## src/rtl/line_clear_seq.sv

```systemverilog
// Line-clear engine: snapshots the full-row flags and issues one shift
// command per full row (lowest first) to the board store.
module line_clear_seq #(
    parameter int ROWS  = 23,
    parameter int IDX_W = 5,
    parameter int TOT_W = 16
) (
    input  logic              clk,
    input  logic              rst,
    input  logic              start,
    input  logic [ROWS-1:0]   rowfull,
    output logic              busy,
    output logic              shift_valid,
    input  logic              shift_ready,
    output logic [IDX_W-1:0]  shift_row,
    output logic [ROWS-1:0]   rowshift,
    output logic              done,
    output logic [IDX_W:0]    lines_cleared,
    output logic [TOT_W-1:0]  total_lines
);

    localparam int LW = IDX_W + 1;
    localparam logic [ROWS-1:0]  ONE_ROW = ROWS'(1);
    localparam logic [TOT_W-1:0] TOT_MAX = '1;

    typedef enum logic {
        IDLE,
        ACTIVE
    } state_t;

    state_t            state_q;
    logic [ROWS-1:0]   snap_q;
    logic [ROWS-1:0]   snap_d;
    logic              busy_q;
    logic              valid_q;
    logic              done_q;
    logic [IDX_W-1:0]  row_q;
    logic [ROWS-1:0]   mask_q;
    logic [IDX_W:0]    lines_q;
    logic [TOT_W-1:0]  total_q;
    logic              xfer;

    // Index of the lowest set bit; 0 when nothing is set.
    function automatic logic [IDX_W-1:0] lowestIdx(input logic [ROWS-1:0] v);
        logic [IDX_W-1:0] idx;
        idx = '0;
        for (int i = ROWS - 1; i >= 0; i--) begin
            if (v[i]) idx = IDX_W'(i);
        end
        return idx;
    endfunction

    // Every bit at or above the lowest set bit; 0 when nothing is set.
    function automatic logic [ROWS-1:0] lowMask(input logic [ROWS-1:0] v);
        logic [ROWS-1:0] lsb;
        lsb = v & (~v + ONE_ROW);
        return (v == '0) ? '0 : ~(lsb - ONE_ROW);
    endfunction

    assign xfer = valid_q && shift_ready;

    // Collapse the snapshot: rows at or above k drop by one, top row empties.
    always_comb begin
        snap_d = snap_q;
        if (xfer) begin
            snap_d = (snap_q & ~mask_q) | ((snap_q >> 1) & mask_q);
        end
    end

    // Outputs are registered alongside the state so they never depend on
    // start or shift_ready combinationally.
    always_ff @(posedge clk) begin
        if (rst) begin
            state_q <= IDLE;
            snap_q  <= '0;
            busy_q  <= 1'b0;
            valid_q <= 1'b0;
            done_q  <= 1'b0;
            row_q   <= '0;
            mask_q  <= '0;
            lines_q <= '0;
            total_q <= '0;
        end else begin
            case (state_q)
                IDLE: begin
                    if (start) begin
                        state_q <= ACTIVE;
                        snap_q  <= rowfull;
                        lines_q <= '0;
                        busy_q  <= 1'b1;
                        valid_q <= |rowfull;
                        done_q  <= ~|rowfull;
                        row_q   <= lowestIdx(rowfull);
                        mask_q  <= lowMask(rowfull);
                    end
                end
                ACTIVE: begin
                    if (done_q) begin
                        state_q <= IDLE;
                        busy_q  <= 1'b0;
                        done_q  <= 1'b0;
                        valid_q <= 1'b0;
                        row_q   <= '0;
                        mask_q  <= '0;
                    end else if (xfer) begin
                        snap_q  <= snap_d;
                        lines_q <= lines_q + LW'(1);
                        if (total_q != TOT_MAX) total_q <= total_q + TOT_W'(1);
                        valid_q <= |snap_d;
                        done_q  <= ~|snap_d;
                        row_q   <= lowestIdx(snap_d);
                        mask_q  <= lowMask(snap_d);
                    end
                end
                default: state_q <= IDLE;
            endcase
        end
    end

    assign busy          = busy_q;
    assign shift_valid   = valid_q;
    assign shift_row     = row_q;
    assign rowshift      = mask_q;
    assign done          = done_q;
    assign lines_cleared = lines_q;
    assign total_lines   = total_q;

    a_done_excl: assert property (@(posedge clk) disable iff (rst) !(done && shift_valid));

    a_stall_stable: assert property (@(posedge clk) disable iff (rst)
        (shift_valid && !shift_ready) |=> (shift_valid && $stable(shift_row) && $stable(rowshift)));

endmodule

```

## config.mk

```make
export PLATFORM = sky130hd
export DESIGN_NAME = line_clear_seq
export DESIGN_NICKNAME = d
export VERILOG_FILES = /design/src/rtl/line_clear_seq.sv
export SDC_FILE = /design/constraint.sdc
export NUM_CORES = 1
export LEC_CHECK = 0
export BUFFER_PORTS_ARGS = -buffer_cell sky130_fd_sc_hd__buf_2
export CORE_AREA = 2 2 126 128
export CTS_CLUSTER_SIZE = 14
export DETAILED_ROUTE_END_ITERATION = 6
export DIE_AREA = 0 0 128 130
export SYNTH_ARGS = -nofsm -noshare
export SYNTH_HDL_FRONTEND = slang
export SYNTH_SLANG_ARGS = --single-unit
export TNS_END_PERCENT = 5
```

## constraint.sdc

```tcl
create_clock -name clk -period 2.25 [get_ports clk]
set_input_delay 0.1125 -clock clk [delete_from_list [all_inputs] [get_ports clk]]
set_output_delay 0.1125 -clock clk [all_outputs]
set_load 0.01 [all_outputs]
```

-- Yosys cells after proc, flatten, opt, wreduce, memory -nomap -nowiden
Cells that the tools add are included.
W data, S select, Z words.
- register bits: 77
- latch bits: 0
- RAM bits: 0
- bits in read-only memories: 0
- bits of input ports: 27
- output and inout port bits: 53
- word-level logic and storage cells: 123
- memories: 0
- add/subtract/negate cells: 6
- multiply operators: 0
- div/mod/pow operators: 0
- $lt $le $gt $ge: 0
- eq/ne operators: 6
- shift-type cells: 0
- multiplexer cells: 79
- bitwise gates (word level): 12
- reductions and logical operators: 11
- operator list (operator ; count):
    $mux W5 ; 49
    $mux W23 ; 9
    $not A23 Y23 ; 5
    $pmux W23 S2 ; 2
    $and A23 B23 Y23 ; 3
    $add A23 B1 Y23 const B ; 2
    $logic_not A23 Y1 ; 2
    $reduce_or A23 Y1 ; 2
    $sub A23 B1 Y23 const B ; 2
    $and A22 B23 Y23 ; 1
    $or A23 B23 Y23 ; 1
    $mux W6 ; 3
    $add A16 B1 Y16 const B ; 1
    $ne A16 B16 Y1 const B ; 1
    $pmux W6 S2 ; 1
    $mux W1 ; 10
    $pmux W5 S2 ; 1
    $pmux W1 S2 ; 4
    $add A6 B1 Y6 const B ; 1
    $ne A2 B1 Y1 const B ; 2
    $ne A2 B2 Y1 const B ; 2
    $reduce_and A2 Y1 ; 2
    $reduce_and A4 Y1 ; 1
    $ne A3 B1 Y1 const B ; 1
    other kinds (4) ; 6

-- Logic depth before layout (Yosys ltp)
- depth in word-level cells: 30
- depth in mapped cells: 9
- mapped depth without buffers: 6

-- Worst setup path after synthesis
Ideal clock, no wire load.
- path kind: reg2reg
- start: register valid_q, in the netlist shift_valid
- end: register mask_q[21], in the netlist rowshift[21]
- setup time: 0.133 ns
- data arrival time: 2.011 ns
- required time: 2.117 ns
- setup slack: 0.106 ns
- stages on the path, launching flop included: 9
- path buffers: 2
- period minus slack after synthesis: 2.144 ns
- cell sequence: dfxtp_1 -> buf_4 -> nand3_1 -> mux2i_1 -> and4_1 -> nand4_1 -> buf_2 -> o41ai_2 -> a31oi_1
- cells in the longest elaborated chain, start to end: 11
- elaborated cells on any way between the ends: 14
- those cells by class: add/sub: 2; eq/ne: 1; mux: 5; bitwise: 3; reduce/logical: 3
- RTL lines (what ; line ; source):
    from (decl) ; 35 ; logic valid_q;
    from (signal assigned) ; 91 ; valid_q <= |rowfull;
    from (signal assigned) ; 109 ; valid_q <= |snap_d;
    $logic_and A1 B1 Y1 (*) ; 60 ; assign xfer = valid_q && shift_ready;
    $mux W23 ; 65 ; if (xfer) begin
    $not A23 Y23 ; 56 ; lsb = v & (~v + ONE_ROW);
    $add A23 B1 Y23 ; 56 ;
    $and A23 B23 Y23 ; 56 ;
    $sub A23 B1 Y23 ; 57 ; return (v == '0) ? '0 : ~(lsb - ONE_ROW);
    $not A23 Y23 ; 57 ;
    $mux W23 ; 57 ;
    $mux W23 ; 105 ; end else if (xfer) begin
    $mux W23 ; 98 ; if (done_q) begin
    $pmux W23 S2 ; 84 ; case (state_q)
    to (signal assigned) ; 94 ; mask_q <= lowMask(rowfull);
    to (signal assigned) ; 112 ; mask_q <= lowMask(snap_d);
    to (decl) ; 38 ; logic [ROWS-1:0] mask_q;
Mark *: on every way between the ends. The rest lies on a longest branch, timed or not. The select of a mux whose other input is x is not followed.
A chain may end at the register's enable or synchronous reset.

-- Worst setup path in the final report
- start: register mask_q[13], in the netlist rowshift[13]
- end: register row_q[4], in the netlist shift_row[4]
- cells in the longest elaborated chain, start to end: 21
- elaborated cells on any way between the ends: 22
- those cells by class: mux: 18; bitwise: 4
- RTL lines (what ; line ; source):
    $not A23 Y23 ; 66 ; snap_d = (snap_q & ~mask_q) | ((snap_q >> 1) & mask_q);
    $and A23 B23 Y23 ; 66 ;
    $or A23 B23 Y23 (*) ; 66 ;
    $mux W23 (*) ; 65 ;
    $mux W5 (*) (14 in series) ; 48 ; if (v[i]) idx = IDX_W'(i);
    $mux W5 (*) ; 105 ;
    $mux W5 (*) ; 98 ;
    $pmux W5 S2 (*) ; 84 ;
    to (signal assigned) ; 93 ; row_q <= lowestIdx(rowfull);
    to (signal assigned) ; 111 ; row_q <= lowestIdx(snap_d);
    to (decl) ; 37 ; logic [IDX_W-1:0] row_q;
Marked as above.

==> results_dict.tcl <==
set metrics [dict create \
    period_share 1.01 \
    start_util 0.290 \
    cts_buffer_depth 2 \
    hold_depth 3 \
    stdcell_count 902 \
    mostFrequentLayoutCells "buf_2, dfxtp_1, nand2_1, nor2_1, buf_4" \
    violations "negative setup slack" \
    grt_util_all_layers 0.195 \
    finalWirelength_um 16000 \
    power_leakage_nw 2.49 \
    placed_area_um2 5480 \
    final_area_um2 5910 \
    cts_num_sinks 77 \
    netlist_area_um2 4470 \
    holdCritStartpoint "rowfull[22]" \
    final_common_cell "buf_2" \
    maxSlewHeadroom 0.349 \
    tns_ps -14.0 \
    drcViolationCount 0 \
    holdPathEnd "snap_q[22]$_SDFFE_PP0P_" \
    root_buffer "clkbuf_16" \
    arrival_ps 2530 \
    detail_route.iter0.violations 471 \
    crit_fanout 4 \
    placed_cells 884 \
    synth.yosys.seq_area_share 0.345 \
    syn_area_per_cell_um2 7.67 \
    dieArea_um2 16600 \
    cts_tree "yes" \
    finalMaxSlewViolations 0 \
    wl_per_cell_um 17.7 \
    reg2reg_to "shift_row[4]$_SDFFE_PP0P_" \
    r2r_cells 7 \
    dieWidth_um 128 \
    nets 733 \
    holdWs_ps 60.6 \
    endpoint_kind "register" \
    grt_max_degree 42 \
    drv_cap 0 \
    hold_class "input pin to register" \
    viasPerCell 5.54 \
    synth_edf_count 0 \
    numCtsBuffers 9 \
    synthCells 583 \
    final.setup_skew_ps 5.36 \
    dp_slack_ps -33.1 \
    status "finished, violations left" \
    cellPowerDensity_nw_per_um2 744 \
    synthFlopType "dfxtp_1" \
    gp_congestion 0.937 \
    r2r_slack_ps -10 \
    fin_crit_ps 2260 \
    reg2reg_from "rowshift[13]$_SDFFE_PP0P_" \
    grt_pass1_wl_um 25200 \
    core_area_um2 15400 \
    tightest_slew_ps 977 \
    fmax_ghz 0.442 \
    clk_pin_slew_worst_paths_ps 60 \
    gr-total-overflow 0 \
    async_flop_share 0 \
    synthTopCellsByArea "dfxtp_1, nor2_1, nand2_1, a21oi_1, mux2i_1" \
    utilization 0.383 \
    total_power_mw 4.39 \
    htree_levels 3 \
    antenna_left 0 \
    num-fill-cells 1615 \
    port-buffer-count 79 \
    antenna_found_initial 1 \
    die-height_um 130 \
    syn_nets 612 \
    synthToLayoutAreaGrowth_pct 32.2 \
    ios 80 \
    yosys.area.top_type_share 0.345 \
    finalSetupViolations 1 \
    vdd_ir_drop_max_uv 395 \
    synth_warnings 0 \
    ys_ff_latch 77 \
    dp_hpwl_um 11900 \
    worst_slack_ps -14.0 \
    yosysUniqueCellTypes 57 \
    grt_pass1_vias 4749 \
    startpoint_type "register" \
    drive_gt1_frac 0.262 \
    crit_type "register to register" \
    num_vias 4996 \
    hold_viol 0 \
    row_count 46 \
    critPathRequiredTime_ps 2510 \
    firstDrtPassIters 6 \
    rsz0062_at_grt "true" \
    synth_top_cell_by_area "dfxtp_1" \
    clk_latency_ps 350 \
]
synthesized netlist by cell type, types with 2 or more instances:
cell type and instances:
a211oi_1 12, a21boi_0 2, a21oi_1 47, a221oi_1 5, a311o_1 2, a311oi_1 8, a31oi_1 8, a41oi_1 2
and2_1 3, and3_1 3, and4_1 7, buf_1 3, buf_2 4, clkbuf_1 24, dfxtp_1 77, ha_1 2
inv_1 11, mux2_2 8, mux2i_1 21, nand2_1 70, nand2b_1 8, nand3_1 28, nand4_1 7, nand4b_1 2
nor2_1 71, nor3_1 33, nor4_1 8, nor4b_1 4, o2111ai_1 2, o211ai_1 18, o21a_1 4, o21ai_0 20
o21ai_1 3, o21bai_1 5, o22ai_1 5, o311ai_0 2, o31ai_1 4, or3_1 5, or4_1 3, xnor2_1 6
xor2_1 10
flip-flops by register name (all words and copies together) (netlist names):
signal and flops:
done 1, total_lines 16, shift_row 5, snap_q 23
shift_valid 1, lines_cleared 6, rowshift 23, busy 1
state_q 1
kinds of logic after synthesis:
group / synth area share
XOR/XNOR: 0.0313
AO/OA/AOI/OAI: 0.241
adder cells (fa/ha/maj): 0.00560
flip-flops: 0.345
multiplexers: 0.0672
buffers and inverters: 0.0406
AND/OR/NAND/NOR: 0.270
routing by layer:
metal  GRT usage  up-vias  wire length [um]
met4      0.0789        0               357
met5           0        -                 0
li1            -     2412                 -
met3      0.0537       26              1390
met1       0.251     2361              7100
met2       0.309      197              7160
cell type report:
class                   count  area [um^2]  area share
clock inverters             7         98.8      0.0167
flip-flops and latches     77         1540       0.261
well taps                 192          240      0.0407
diodes                      1         2.50    0.000423
inverters                  11         41.3     0.00699
clock buffers               9          225      0.0381
repair buffers            143          905       0.153
multi-input cells         462         2850       0.483
report_power, final:
group          internal [mW]  leakage [nW]  switching (mW)  total (mW)
clock network          0.977         0.156           0.626        1.60
logic                  0.493          1.70           0.721        1.21
registers               1.48         0.634          0.0989        1.58
total                   2.95          2.49            1.45        4.39
worst max-delay path: stages, from the launching register on:
cell and delay (ps):
dfxtp_2 340, a311o_1 400, nand2b_4 150, a222oi_1 270
buf_4 200, nand4_1 190, or3b_1 410, a311oi_2 230
timing repair:
item | in CTS | in global routing
gates resized for setup | 2 | 17
hold buffers | 0 | 0
pin swaps | 1 | 5
setup endpoints to repair | 6 | 15
buffers inserted | 0 | 1
worst max-delay path by stage:
stage	start	endpoint	slack, ps	depth (start not counted)
final	rowshift[13]$_SDFFE_PP0P_	shift_row[4]$_SDFFE_PP0P_	-10	7
after global routing	rowshift[13]$_SDFFE_PP0P_	shift_row[4]$_SDFFE_PP0P_	-140	7
after CTS	rowshift[13]$_SDFFE_PP0P_	rowshift[21]$_SDFFE_PP0P_	-20	8
after detailed placement	rowshift[13]$_SDFFE_PP0P_	rowshift[20]$_SDFFE_PP0P_	-30	8
after global placement	rowshift[13]$_SDFFE_PP0P_	rowshift[20]$_SDFFE_PP0P_	-60	8
after floorplan	shift_valid$_SDFFE_PP0P_	rowshift[21]$_SDFFE_PP0P_	110	8
No activity file was read; power rests on OpenSTA's default activity.
